File: src/rtl/div.sv
// Multi-cycle radix-2 restoring divider (signed/unsigned) producing {remainder, quotient}.
// Latency: DATA_W+1 edges from the start-sampling edge, or 2 edges for a zero divisor.
// Backpressure: the result is held while start_i stays high; dropping start_i releases it.
module div #(
    parameter int DATA_W = 32
) (
    input  logic                clk,
    input  logic                rst,
    input  logic                signed_div_i,
    input  logic [DATA_W-1:0]   opdata1_i,
    input  logic [DATA_W-1:0]   opdata2_i,
    input  logic                start_i,
    input  logic                annul_i,
    output logic [2*DATA_W-1:0] result_o,
    output logic                ready_o
);

    localparam int CNT_W = $clog2(DATA_W + 1);

    typedef enum logic [1:0] {
        DivFree,
        DivByZero,
        DivOn,
        DivEnd
    } state_t;

    state_t              state, state_nxt;
    logic [CNT_W-1:0]    cnt, cnt_nxt;
    logic [DATA_W-1:0]   rem, rem_nxt;
    logic [DATA_W-1:0]   quo, quo_nxt;
    logic [DATA_W-1:0]   dsr, dsr_nxt;
    logic                neg_q, neg_q_nxt;
    logic                neg_r, neg_r_nxt;
    logic [2*DATA_W-1:0] res, res_nxt;
    logic [2*DATA_W-1:0] result_nxt;
    logic                ready_nxt;

    logic [DATA_W:0]     shifted;
    logic [DATA_W:0]     trial;
    logic [DATA_W-1:0]   q_fix;
    logic [DATA_W-1:0]   r_fix;
    logic                a_neg;
    logic                b_neg;

    always_ff @(posedge clk) begin
        if (!rst) begin
            state    <= DivFree;
            cnt      <= '0;
            rem      <= '0;
            quo      <= '0;
            dsr      <= '0;
            neg_q    <= 1'b0;
            neg_r    <= 1'b0;
            res      <= '0;
            result_o <= '0;
            ready_o  <= 1'b0;
        end else begin
            state    <= state_nxt;
            cnt      <= cnt_nxt;
            rem      <= rem_nxt;
            quo      <= quo_nxt;
            dsr      <= dsr_nxt;
            neg_q    <= neg_q_nxt;
            neg_r    <= neg_r_nxt;
            res      <= res_nxt;
            result_o <= result_nxt;
            ready_o  <= ready_nxt;
        end
    end

    always_comb begin
        state_nxt  = state;
        cnt_nxt    = cnt;
        rem_nxt    = rem;
        quo_nxt    = quo;
        dsr_nxt    = dsr;
        neg_q_nxt  = neg_q;
        neg_r_nxt  = neg_r;
        res_nxt    = res;
        result_nxt = '0;
        ready_nxt  = 1'b0;
        a_neg      = signed_div_i & opdata1_i[DATA_W-1];
        b_neg      = signed_div_i & opdata2_i[DATA_W-1];

        // Remainder below divisor keeps shifted < 2*divisor, so DATA_W+1 bits never overflow.
        shifted = {rem, quo[DATA_W-1]};
        trial   = shifted - {1'b0, dsr};
        q_fix   = neg_q ? -quo : quo;
        r_fix   = neg_r ? -rem : rem;

        case (state)
            DivFree: begin
                if (start_i && !annul_i) begin
                    quo_nxt   = a_neg ? -opdata1_i : opdata1_i;
                    dsr_nxt   = b_neg ? -opdata2_i : opdata2_i;
                    rem_nxt   = '0;
                    cnt_nxt   = '0;
                    neg_q_nxt = a_neg ^ b_neg;
                    neg_r_nxt = a_neg;
                    state_nxt = (opdata2_i == '0) ? DivByZero : DivOn;
                end
            end
            DivByZero: begin
                res_nxt   = '0;
                state_nxt = DivEnd;
            end
            DivOn: begin
                if (annul_i) begin
                    state_nxt = DivFree;
                end else if (cnt == CNT_W'(DATA_W)) begin
                    res_nxt    = {r_fix, q_fix};
                    result_nxt = {r_fix, q_fix};
                    ready_nxt  = 1'b1;
                    state_nxt  = DivEnd;
                end else begin
                    if (trial[DATA_W]) begin
                        rem_nxt = shifted[DATA_W-1:0];
                        quo_nxt = {quo[DATA_W-2:0], 1'b0};
                    end else begin
                        rem_nxt = trial[DATA_W-1:0];
                        quo_nxt = {quo[DATA_W-2:0], 1'b1};
                    end
                    cnt_nxt = cnt + CNT_W'(1);
                end
            end
            DivEnd: begin
                if (start_i) begin
                    ready_nxt  = 1'b1;
                    result_nxt = res;
                end else begin
                    state_nxt = DivFree;
                end
            end
            default: state_nxt = DivFree;
        endcase
    end

endmodule

File: config.mk
export PLATFORM = sky130hd
export DESIGN_NAME = div
export DESIGN_NICKNAME = d
export VERILOG_FILES = /design/src/rtl/div.sv
export SDC_FILE = /design/constraint.sdc
export NUM_CORES = 1
export LEC_CHECK = 0
export CAP_MARGIN = 10
export CORE_MARGIN = 1.5
export CORE_UTILIZATION = 35
export CTS_BUF_LIST = sky130_fd_sc_hd__clkbuf_4
export CTS_CLUSTER_DIAMETER = 120
export CTS_CLUSTER_SIZE = 30
export DETAILED_ROUTE_END_ITERATION = 12
export PLACE_DENSITY = 0.55
export SLEW_MARGIN = 10
export SYNTH_ARGS = -nofsm -noshare
export SYNTH_HDL_FRONTEND = slang
export SYNTH_SLANG_ARGS = --single-unit
export TNS_END_PERCENT = 30
File: constraint.sdc
create_clock -name clk -period 3.3 [get_ports clk]
set_clock_uncertainty 0.05 [all_clocks]
set_input_delay 0.99 -clock clk [delete_from_list [all_inputs] [get_ports clk]]
set_output_delay 0.99 -clock clk [all_outputs]
set_load 0.05 [all_outputs]
==> flow_metrics.py <==
metrics = {
    "die": {
        "die_h_um": 196,
        "rows": 70,
        "die_x_um": 196,
        "dieArea_um2": 38400,
        "fp.coreArea_um2": 36600,
        "io_pins": 134,
        "start_util": 0.356,
    },
    "routing": {
        "via_count": 11700,
        "routed_wl_um": 36000,
        "wl_per_cell_um": 15.8,
        "antenna_left": 0,
        "drt_first_iter_violations": 883,
        "drc": 0,
        "viasPerCell": 5.14,
        "dr.pass1.iters": 5,
    },
    "logic_synthesis": {
        "syn_avg_cell_area_um2": 8.08,
        "synth-seq-cells": 235,
        "synth_area_leaders": "dfxtp_1, nand2_1, a21oi_1",
        "ys.flop_type": "dfxtp_1",
        "synth_most_common_cell": "nand2_1",
        "yosysTopAreaCell": "dfxtp_1",
        "syn_area_um2": 13000,
        "synth_edf_count": 0,
        "synth_warnings": 0,
        "netlist_top_cells_count": "nand2_1, dfxtp_1, a21oi_1",
        "async_flop_share": 0,
        "synth-seq-area-share": 0.361,
        "synth_cells": 1613,
        "synth_nets": 1721,
        "synth.top_cell.area_share": 0.361,
        "ys_types": 71,
    },
    "clock_tree": {
        "path_clk_slew_ps": 300,
        "cts.sinks": 235,
        "cts_hold_buf": 0,
        "htree_levels": 1,
        "cts_tree": "built",
        "clk_latency_ps": 730,
        "root_buffer": "clkbuf_4",
        "cts_inserted_buffers": 12,
        "clk_path_buf_depth": 3,
    },
    "hold_path": {
        "worst_hold_path_type": "register to register",
    },
    "sta": {
        "fin_crit_ps": 3150,
        "final-setup-viol-count": 0,
        "hold_viol": 0,
        "min_period_over_period": 0.953,
        "report.final.slew_viol_count": 0,
        "rsz0062_at_grt": "false",
        "fmax_mhz": 318,
        "worstMarginPinSlew_ps": 606,
        "maxSlewHeadroom": 0.596,
        "setup_ws_ps": 155,
    },
    "placed_design": {
        "dp_hpwl_um": 27600,
        "place_ws_ps": -595,
        "port_buffers": 133,
        "routabilityCongestion": 0.821,
    },
    "final_layout": {
        "regArea_um2": 4710,
        "fill_cells": 3750,
        "finalNetCount": 1912,
        "drive_above_1_share": 0.104,
        "syn_to_final_growth_pct": 21.9,
        "utilization": 0.434,
        "multi_input_area_um2": 7840,
    },
    "critical_path": {
        "arrival_ps": 3720,
        "slowest_stage": "or4_1",
        "cp_max_fo": 2,
        "crit_path_max_incr_delay_ps": 550,
        "cp.required_ps": 3880,
        "path_class": "input pin to register",
        "end_kind": "register",
        "crit_top_cell": "or4_1",
        "crit_path_cell_trace": "clkdlybuf4s50_1 -> or4_1 -> or4_1 -> and3b_1 -> nand4b_1 -> o41ai_2 -> xor2_1 -> a211oi_1 -> a21oi_1 -> nor2b_1",
        "startpoint_type": "input pin",
    },
    "global_routing": {
        "grt_util_all_layers": 0.184,
        "grt_overflow": 0,
        "antenna_found_initial": 2,
        "grt_pass1_vias": 10800,
        "grt_max_degree": 56,
        "grt_pass1_wl_um": 57900,
    },
    "job": {
        "maxCapViolCount": 0,
    },
    "power": {
        "p_leak_uw": 0.00631,
        "peakVddDrop_uv": 243,
        "cellPowerDensity_nw_per_um2": 363,
    },
    "run_status": {
        "status": "finished clean",
    },
}
layer usage:
metal,share of wire,wire length (um),up-vias,track usage
met5,0.00075,27,-,0
met4,0.011,397,4,0.0299
met3,0.046,1640,28,0.0168
met2,0.40,14500,262,0.264
met1,0.54,19400,5356,0.295
li1,-,-,6039,-
state kept, by name, indices dropped and copies added (netlist names):
signal and flops:
rem 32, result_o 64, cnt 6, quo 32, ready_o 1, neg_q 1
res 64, neg_r 1, state 2, dsr 32
logic make-up (layout without fill, tap and decap cells):
family | Yosys count | after routing | synth area share
simple gates | 551 | 551 | 0.200
compound gates | 477 | 477 | 0.243
flops | 235 | 235 | 0.361
xor+xnor | 142 | 142 | 0.0955
buf+inv | 141 | 333 | 0.0411
fa+ha+maj | 39 | 39 | 0.0380
mux | 28 | 28 | 0.0215
other cells | 0 | 1 | 0
worst paths after layout:
kind | slack (ps) | depth (start not counted) | startpoint | to
hold reg to reg | 420 | 2 | res[43] | result_o[43]
hold / removal | 420 | 2 | res[43] | result_o[43]
setup / recovery | 150 | 10 | opdata1_i[10] | quo[29]
setup reg to reg | 180 | 14 | quo[31] | rem[0]
final cells by class:
type,instances,share of cell area
diodes,1,0.000158
clock buffers,13,0.00615
clock inverters,2,0.00252
inverters,48,0.0113
multi-input cells,1237,0.494
flip-flops and latches,235,0.296
well taps,468,0.0369
repair buffers,270,0.152
critical path, delay by kind of cell:
kind	cells	cell delay, ps
buffers and inverters	1	420
AND/OR/NAND/NOR	5	1590
AO/OA/AOI/OAI	3	600
XOR/XNOR	1	110
power by group:
group          internal (uW)  switching, uW  total (uW)
combinational            705            854        1560
sequential              2930            114        3040
clock                    218            939        1160
total                   3850           1910        5760
through the flow:
stage	instance area [um^2]	cells	hold WS (ps)	setup TNS [ps]	power, uW
global route	15900	2274	444	0	6090
detailed placement	15700	2257	389	-14540	4640
floorplan	13000	1613	375	-40.2	4080
finish	15900	2274	420	0	5760
global placement	15700	2257	384	-13480	4630
CTS	15800	2272	423	0	5800
what timing repair did:
item | in CTS | in global routing
setup endpoints to repair | 0 | 34
setup buffers | 0 | 1
gates resized for setup | 0 | 6
layout by cell type (no fill, tap or decap), types with 27 or more instances in the layout:
cell type        netlist  routed
buf_4                  1     133
dfxtp_1              235     233
o21ai_0              103     103
a21boi_0              54      54
mux2i_1               28      28
nor2_1                97      94
clkdlybuf4s50_1        0     132
nor2b_1               37      35
xor2_1                71      71
a21oi_1              126     125
inv_1                 48      48
nand2_1              262     262
xnor2_1               71      71
a21o_1                34      34
ha_1                  38      38
o211a_1               27      27
Note: power is estimated with default switching activity, not from simulation.
